`src/rtl/cla_accum.sv`:
```
// Frame accumulator built around a 4-bit-group carry-lookahead adder.
// Sums a valid/ready stream of words per frame and holds the
// {carry-count, low-word} sum and the word count until downstream takes it.
//
// CLA_Adder ports:
//   i_data_one, i_data_two : addends (DATA_WIDTH)
//   o_data                 : low DATA_WIDTH bits of the sum
//   o_carry                : carry out of the top bit
//
// cla_accum ports:
//   i_clk, i_rst_n         : clock (rising edge), async active-low reset
//   i_valid, o_ready       : input word handshake
//   i_data, i_last         : operand word, final-word-of-frame marker
//   o_valid, i_ready       : result handshake
//   o_sum, o_sum_hi        : low word of frame sum, count of carries out
//   o_count                : words accepted in the frame (saturating)

module CLA_Adder #(
    parameter int DATA_WIDTH = 32
) (
    input  logic [DATA_WIDTH-1:0] i_data_one,
    input  logic [DATA_WIDTH-1:0] i_data_two,
    output logic [DATA_WIDTH-1:0] o_data,
    output logic                  o_carry
);

    // Operands are zero-padded up to a whole number of 4-bit groups.
    localparam int NG = (DATA_WIDTH + 3) / 4;
    localparam int PW = NG * 4;

    logic [PW-1:0] w_a;
    logic [PW-1:0] w_b;
    logic [PW-1:0] w_p;
    logic [PW-1:0] w_g;
    logic [PW:0]   w_c;
    logic [NG-1:0] w_gp;
    logic [NG-1:0] w_gg;
    logic [NG:0]   w_gc;
    logic          w_tg;
    logic          w_tp;

    // Kept in one process so the carry chain is evaluated in order.
    always_comb begin
        w_a = '0;
        w_b = '0;
        w_a[DATA_WIDTH-1:0] = i_data_one;
        w_b[DATA_WIDTH-1:0] = i_data_two;
        w_p = w_a ^ w_b;
        w_g = w_a & w_b;

        // Group generate / propagate.
        w_gg = '0;
        w_gp = '0;
        for (int k = 0; k < NG; k++) begin
            w_tg = 1'b0;
            w_tp = 1'b1;
            for (int j = 0; j < 4; j++) begin
                w_tg = w_g[4*k+j] | (w_p[4*k+j] & w_tg);
                w_tp = w_tp & w_p[4*k+j];
            end
            w_gg[k] = w_tg;
            w_gp[k] = w_tp;
        end

        // Carry between groups, no carry-in.
        w_gc = '0;
        for (int k = 0; k < NG; k++) begin
            w_gc[k+1] = w_gg[k] | (w_gp[k] & w_gc[k]);
        end

        // Carries inside each group, seeded by the group carry.
        w_c = '0;
        for (int k = 0; k < NG; k++) begin
            w_c[4*k] = w_gc[k];
            for (int j = 1; j < 4; j++) begin
                w_c[4*k+j] = w_g[4*k+j-1]
                           | (w_p[4*k+j-1] & w_c[4*k+j-1]);
            end
        end
        w_c[PW] = w_gc[NG];

        o_data  = w_p[DATA_WIDTH-1:0] ^ w_c[DATA_WIDTH-1:0];
        o_carry = w_c[DATA_WIDTH];
    end

endmodule

module cla_accum #(
    parameter int DATA_WIDTH = 32
) (
    input  logic                  i_clk,
    input  logic                  i_rst_n,
    input  logic                  i_valid,
    output logic                  o_ready,
    input  logic [DATA_WIDTH-1:0] i_data,
    input  logic                  i_last,
    output logic                  o_valid,
    input  logic                  i_ready,
    output logic [DATA_WIDTH-1:0] o_sum,
    output logic [DATA_WIDTH-1:0] o_sum_hi,
    output logic [15:0]           o_count
);

    typedef enum logic [1:0] {
        S_IDLE  = 2'd0,
        S_ACCUM = 2'd1,
        S_HOLD  = 2'd2
    } state_t;

    state_t                r_state;
    state_t                w_next;
    logic [DATA_WIDTH-1:0] r_sum;
    logic [DATA_WIDTH-1:0] r_sum_hi;
    logic [15:0]           r_count;
    logic [DATA_WIDTH-1:0] w_add;
    logic                  w_carry;
    logic                  w_in_xfer;
    logic                  w_out_xfer;

    CLA_Adder #(
        .DATA_WIDTH (DATA_WIDTH)
    ) u_adder (
        .i_data_one (r_sum),
        .i_data_two (i_data),
        .o_data     (w_add),
        .o_carry    (w_carry)
    );

    // Handshakes use the registered outputs only.
    assign w_in_xfer  = i_valid && o_ready;
    assign w_out_xfer = o_valid && i_ready;

    // State register.
    always_ff @(posedge i_clk or negedge i_rst_n) begin
        if (!i_rst_n) begin
            r_state <= S_IDLE;
        end else begin
            r_state <= w_next;
        end
    end

    // Next-state logic.
    always_comb begin
        w_next = r_state;
        unique case (r_state)
            S_IDLE, S_ACCUM: begin
                if (w_in_xfer) begin
                    w_next = i_last ? S_HOLD : S_ACCUM;
                end
            end
            S_HOLD: begin
                if (w_out_xfer) begin
                    w_next = S_IDLE;
                end
            end
            default: w_next = S_IDLE;
        endcase
    end

    // Handshake outputs decoded from state alone.
    always_comb begin
        o_ready = 1'b1;
        o_valid = 1'b0;
        unique case (r_state)
            S_IDLE, S_ACCUM: begin
                o_ready = 1'b1;
                o_valid = 1'b0;
            end
            S_HOLD: begin
                o_ready = 1'b0;
                o_valid = 1'b1;
            end
            default: begin
                o_ready = 1'b1;
                o_valid = 1'b0;
            end
        endcase
    end

    // Frame datapath. The first word of a frame loads rather than adds,
    // so a finished result stays visible in IDLE until the next frame.
    always_ff @(posedge i_clk or negedge i_rst_n) begin
        if (!i_rst_n) begin
            r_sum    <= '0;
            r_sum_hi <= '0;
            r_count  <= '0;
        end else if (w_in_xfer) begin
            if (r_state == S_IDLE) begin
                r_sum    <= i_data;
                r_sum_hi <= '0;
                r_count  <= 16'd1;
            end else begin
                r_sum    <= w_add;
                r_sum_hi <= r_sum_hi
                          + {{(DATA_WIDTH-1){1'b0}}, w_carry};
                if (r_count != 16'hFFFF) begin
                    r_count <= r_count + 16'd1;
                end
            end
        end
    end

    assign o_sum    = r_sum;
    assign o_sum_hi = r_sum_hi;
    assign o_count  = r_count;

endmodule

```
`config.mk`:
```
export PLATFORM = sky130hd
export DESIGN_NAME = cla_accum
export DESIGN_NICKNAME = d
export VERILOG_FILES = /design/src/rtl/cla_accum.sv
export SDC_FILE = /design/constraint.sdc
export NUM_CORES = 1
export LEC_CHECK = 0
export CORE_UTILIZATION = 40
export DETAILED_ROUTE_END_ITERATION = 12
export PLACE_DENSITY_LB_ADDON = 0.15
export SLEW_MARGIN = 30
export SYNTH_ARGS = -nofsm -noshare
export SYNTH_HDL_FRONTEND = slang
export SYNTH_SLANG_ARGS = --single-unit
```
`constraint.sdc`:
```
create_clock -name i_clk -period 4.45 [get_ports i_clk]
set_clock_uncertainty 0.05 [all_clocks]
set_input_delay 1.1125 -clock i_clk [delete_from_list [all_inputs] [get_ports i_clk]]
set_output_delay 1.1125 -clock i_clk [all_outputs]
set_load 0.02 [all_outputs]
```
Word-level counts from Yosys, hierarchy flattened
Cells that the tools add are included.
{ "op_classes": {"add_sub_neg": 2, "n_eq_ne": 5, "muxes": 10, "bitwise_logic": 128, "reduce_logical": 7} }
{ "op_table": {"columns": ["cell", "count"], "rows": [
  ["$and 1x1->1", 73],
  ["$mux 32", 2],
  ["$xor 32x32->32", 2],
  ["$or 1x1->1", 52],
  ["$add 32x1->32", 1],
  ["$and 32x32->32", 1],
  ["$mux 16", 2],
  ["$add 16x1->16 const B", 1],
  ["$ne 16x16->1 const B", 1],
  ["$mux 2", 3],
  ["$ne 2x2->1 const B", 2],
  ["$pmux 2 s2", 1],
  ["$reduce_and 2->1", 2],
  ["$eq 2x1->1 const B", 1],
  ["$eq 2x2->1 const B", 1],
  ["$logic_and 1x1->1", 2],
  ["$logic_not 2->1", 1],
  ["$mux 1", 2],
  ["$reduce_bool 2->1", 1],
  ["$reduce_or 2->1", 1]
]} }
{ "totals": {"regBits": 82, "input_bits": 37, "output_inout_bits": 82, "wordCells": 156} }

Depth between registers and ports, before layout
{ "depth": {"ltp_word": 27, "depth_mapped": 16, "depth_no_buf": 16} }

Modules after synthesis
A second synthesis with hierarchy kept.
{ "hier_totals": {"cells_unflattened": 531, "area_unflattened_um2": 5298.8} }
{ "modules_own_cells": {"columns": ["module", "instances", "cells_each", "area_each_um2", "seq_area_each_um2"], "rows": [
  ["cla_accum", 1, 418, 4063.9, 2052.0],
  ["CLA_Adder", 1, 113, 1234.9, 0.0]
]} }

Least setup slack after synthesis
OpenSTA, ideal clock, no wires.
{ "synth_timing": {"path_kind": "input port to flip-flop", "from": "input port i_data[0]", "to": "register r_sum[19], in the netlist o_sum[19]", "setup_ps": 133, "t_arrival_ps": 4630, "required_time_ps": 4267, "setup_slack_ps": -364, "stages": 16, "path_buffers": 0, "path_cell_list": "ha_1 fa_1 fa_1 fa_1 nand4_1 o21bai_1 or2_2 a21oi_1 o21bai_1 fa_1 fa_1 fa_1 xnor2_1 nor2_1 a21oi_1 o21ai_0"} }
{ "synth_between": {"elab_chain_len": 21} }
{ "synth_rtl": {"columns": ["item", "line_no", "rtl"], "rows": [
  ["start: declaration", "95", "input logic [DATA_WIDTH-1:0] i_data,"],
  ["$and 32x32->32", "49", "w_g = w_a & w_b;"],
  ["$and 1x1->1", "58", "w_tg = w_g[4*k+j] | (w_p[4*k+j] & w_tg);"],
  ["$or 1x1->1", "58", null],
  ["$and 1x1->1", "58", null],
  ["$or 1x1->1", "58", null],
  ["$and 1x1->1", "58", null],
  ["$or 1x1->1", "58", null],
  ["$and 1x1->1", "68", "w_gc[k+1] = w_gg[k] | (w_gp[k] & w_gc[k]);"],
  ["[... 5 more ...]", null, null],
  ["$and 1x1->1", "77", "| (w_p[4*k+j-1] & w_c[4*k+j-1]);"],
  ["$or 1x1->1", "77", null],
  ["$and 1x1->1", "77", null],
  ["$or 1x1->1", "77", null],
  ["$and 1x1->1", "77", null],
  ["$or 1x1->1", "77", null],
  ["$xor 32x32->32", "82", "o_data = w_p[DATA_WIDTH-1:0] ^ w_c[DATA_WIDTH-1:0];"],
  ["$mux 32", "188", "if (r_state == S_IDLE) begin"],
  ["end signal: assignment", "189", "r_sum <= i_data;"],
  ["end signal: assignment", "193", "r_sum <= w_add;"],
  ["end: declaration", "112", "logic [DATA_WIDTH-1:0] r_sum;"]
]} }
No other way between the ends.
A chain may end at the register's enable or synchronous reset.

Worst setup path after layout
{ "layout_timing": {"from": "input port i_data[9]", "to": "register r_sum_hi[26], in the netlist o_sum_hi[26]"} }
{ "layout_between": {"elab_chain_len": 20, "elab_cells_between_ends": 25, "classes_between": "add/sub: 1; mux: 1; bitwise: 23"} }
{ "layout_rtl": {"columns": ["item", "line_no", "rtl"], "rows": [
  ["$xor 32x32->32", "48", "w_p = w_a ^ w_b;"],
  ["$and 1x1->1", "58", null],
  ["$or 1x1->1", "58", null],
  ["$and 1x1->1", "58", null],
  ["$or 1x1->1", "58", null],
  ["$and 1x1->1", "58", null],
  ["$or 1x1->1", "58", null],
  ["$or 1x1->1 *", "68", null],
  ["[... 4 more ...]", null, null],
  ["$and 1x1->1 *", "68", null],
  ["$or 1x1->1 *", "68", null],
  ["$and 1x1->1 *", "68", null],
  ["$or 1x1->1 *", "68", null],
  ["$and 1x1->1 *", "68", null],
  ["$or 1x1->1 *", "68", null],
  ["$add 32x1->32 *", "195", "+ {{(DATA_WIDTH-1){1'b0}}, w_carry};"],
  ["$mux 32 *", "188", null],
  ["end signal: assignment", "194", "r_sum_hi <= r_sum_hi"],
  ["end: declaration", "113", "logic [DATA_WIDTH-1:0] r_sum_hi;"]
]} }
Mark *: on every way between the ends. The rest lies on a longest branch, timed or not.

==> results.json <==
{
  "status": "finished with violations",
  "failed_checks": "setup timing",
  "synth_fa_ha_area_share_pct": 16.9,
  "clock_latency_ns": 0.35,
  "synth_edf_count": 0,
  "ant_nets": 0,
  "fin_crit_sh_pct": 101,
  "dr.pass1.iters": 4,
  "crit_path_end_kind": "register",
  "grt_pass1_wl_um": 22900,
  "ir_drop_mv": 0.315,
  "drc": 0,
  "startpoint_type": "input port",
  "antenna_found_initial": 0,
  "cellPowerDensity_nw_per_um2": 494,
  "reg2reg_slack_ns": 0.37,
  "via_per_inst": 5.21,
  "ys_ff_latch": 82,
  "clk_pin_slew_ns": 0.07,
  "final-setup-viol-count": 5,
  "grt_setup_unrepaired": "yes",
  "holdPathStages": 2,
  "pre_cts_ws_ns": -0.947,
  "first_global_vias": 4623,
  "crit_chain": "clkdlybuf4s50_1, ha_1, a21oi_1, o21ai_2, a22oi_2, a2111o_1, nand3_2, ha_4, nand3_4, or4b_4, or4_4, buf_6, or3_4, a21oi_2",
  "yosysTopAreaCellShare_pct": 39.3,
  "drive_gt1_share_pct": 19.1,
  "r2r_cells": 17,
  "power.switching_mw": 1.48,
  "grt-ovfl-total": 0,
  "finalWorstSetupSlack_ns": -0.0317,
  "worstHoldEndpoint": "o_sum[23]$_DFFE_PN0P_",
  "grt_usage_pct": 21.8,
  "crit_buf_inv": 2,
  "syn_avg_cell_area_um2": 9.78,
  "swShare_pct": 39.9,
  "seq_power_share_pct": 30.5,
  "reg2reg_to": "o_sum[27]$_DFFE_PN0P_",
  "rows": 41,
  "holdWs_ns": 0.484,
  "final_common_cell": "clkdlybuf4s50_1",
  "yosysTopAreaCell": "dfrtp_1",
  "p_leak_nw": 3.22,
  "ios": 119,
  "cts_hold_buf": 0,
  "synth.area.mux_share_pct": 5.37,
  "hp-class": "reg -> reg",
  "max_stage_delay_ns": 0.50,
  "crit_type": "in -> reg",
  "htreeDepth": 3,
  "dr.first_iter.drc_count": 213,
  "syn_inst": 533,
  "tns_ns": -0.109,
  "dp.final_hpwl_um": 9720,
  "path_delay_family": "simple AND/OR/NAND/NOR gates",
  "utilization_pct": 59.5,
  "synth_xor_area_share_pct": 5.04,
  "grt_max_degree": 76,
  "core_area_um2": 12700,
  "clkPwrFrac_pct": 19.3,
  "syn-num-nets": 626,
  "synth-main-ff-cell": "dfrtp_1",
  "drv_slew": 0,
  "fmax_mhz": 223,
  "cts_tree": "built",
  "avgRoutedWirePerCell_um": 15.5,
  "vias": 4583,
  "synthArstFlopShare_pct": 100,
  "cp_max_fo": 7,
  "max_cap_violations": 0,
  "mappedNetlistArea_um2": 5220,
  "die_w_um": 116,
  "yosys.area_share.simple_pct": 18.4,
  "clockRootBuffer": "clkbuf_16",
  "postRouteWirelength_um": 13700,
  "die_h_um": 116,
  "die-area_um2": 13500,
  "start_util_pct": 41.2,
  "numCtsBuffers": 9,
  "tightest_slew_ns": 0.729,
  "p_int_mw": 2.24,
  "critical_path_required_ns": 4.68,
  "syn2layout_area_growth_pct": 44.5,
  "final_nets": 795,
  "max_slew_margin_pct": 51.0,
  "hold_viol": 0,
  "cp.depth": 14,
  "port-buffer-count": 118,
  "hold_start": "o_sum[23]$_DFFE_PN0P_",
  "cts_buffer_depth": 2,
  "gp_congestion": 0.820,
  "rr_startpoint": "o_sum[0]$_DFFE_PN0P_",
  "synth-compound-area-share_pct": 12.3,
  "final_cell_mix": "clkdlybuf4s50_1, dfrtp_1, nand2_1",
  "synth-seq-area-share_pct": 39.3,
  "cp.arrival_ns": 4.71,
  "synth_area_leaders": "dfrtp_1, fa_1, ha_1",
  "crit_path_top_delay_cell": "or4b_4",
  "period_minus_slack_ns": 4.48,
  "p_comb_share_pct": 50.2,
  "antenna_cells": 0,
  "ys.warnings.count": 0,
  "clock_sinks": 82,
  "synth_top_family_by_area": "simple AND/OR/NAND/NOR gates",
  "synth_cell_types": 48
}
==> worst min-delay path, delay by kind of cell (launching register included) <==
kind	cells	cell delay [ns]
AOI/OAI and AO/OA	1	0.07
DFF	1	0.37
and+or+nand+nor	1	0.05
==> cells by family after synthesis <==
logic type,Yosys count
XOR/XNOR,30
buffers and inverters,33
adder cells (fa/ha/maj),56
multiplexers,28
flip-flops,82
AND/OR/NAND/NOR,191
AO/OA/AOI/OAI,113
==> Yosys cell counts (all sizes together), types with 3 or more instances <==
master and count:
or4 5, nor3 4, o21ai 50, nand2 62, xnor2 21, inv 14
xor2 9, and2 5, a21o 6, nand4 20, or3 9, clkbuf 16
dfrtp 82, mux2i 28, buf 3, nand2b 5, and4 8, o211ai 3
a21oi 36, nand3 18, ha 32, nor2 40, fa 24, nor4 7
==> power by group through the flow <==
stage / clock (mW) / combinational, mW / sequential [mW]
3_5_place_dp: 0 / 1.75 / 1.14
2_1_floorplan: 0 / 0.850 / 1.29
6_report: 0.720 / 1.87 / 1.14
5_1_grt: 0.771 / 2.09 / 1.17
4_1_cts: 0.740 / 1.82 / 1.14
3_3_place_gp: 0 / 1.70 / 1.13
==> state kept, by name (all words and copies together) (netlist names) <==
name / flops
o_count: 16
o_sum_hi: 32
r_state: 2
o_sum: 32
==> stage by stage <==
step           area [um2]  std cells  power (mW)
3_3_place_gp         7040        857        2.83
3_5_place_dp         7050        857        2.89
4_1_cts              7430        877        3.70
5_1_grt              7530        879        4.03
2_1_floorplan        5320        533        2.14
6_report             7530        879        3.73
==> worst max path at each step <==
stage | startpoint | endpoint | slack [ns]
6_report | i_data[9] | o_sum_hi[26]$_DFFE_PN0P_ | -0.03
2_1_floorplan | i_data[0] | o_sum_hi[28]$_DFFE_PN0P_ | -0.18
3_3_place_gp | i_data[0] | o_sum[27]$_DFFE_PN0P_ | -0.88
4_1_cts | i_data[0] | o_sum[19]$_DFFE_PN0P_ | -0.11
5_1_grt | i_data[0] | o_sum_hi[26]$_DFFE_PN0P_ | -0.20
3_5_place_dp | i_data[0] | o_sum[27]$_DFFE_PN0P_ | -0.95
==> what timing repair did <==
item / 4_1_cts / 5_1_grt
pin swaps: 28 / 15
resized for setup: 40 / 22
setup buffers: 4 / 2
hold endpoints to repair: 0 / 0
setup endpoints to repair: 40 / 21
==> per-layer routing <==
layer  up-vias  routed length [um]  global-route usage, %
li1       2240                   -                      -
met1      2237                6320                   29.4
met2        86                6580                   34.6
met3        20                 481                   3.89
met4         0                 273                   9.23
met5         -                   0                      0
==> cell type report <==
class                      instances  area [um2]
inverter                          14        55.1
clock inverter                     7        53.8
timing repair buffer             177        1620
clock buffer                       9         225
fill                            1124        5140
multi-input combinational        418        3310
sequential                        82        2050
tap                              172         215
No activity file was read; power rests on OpenSTA's default activity.
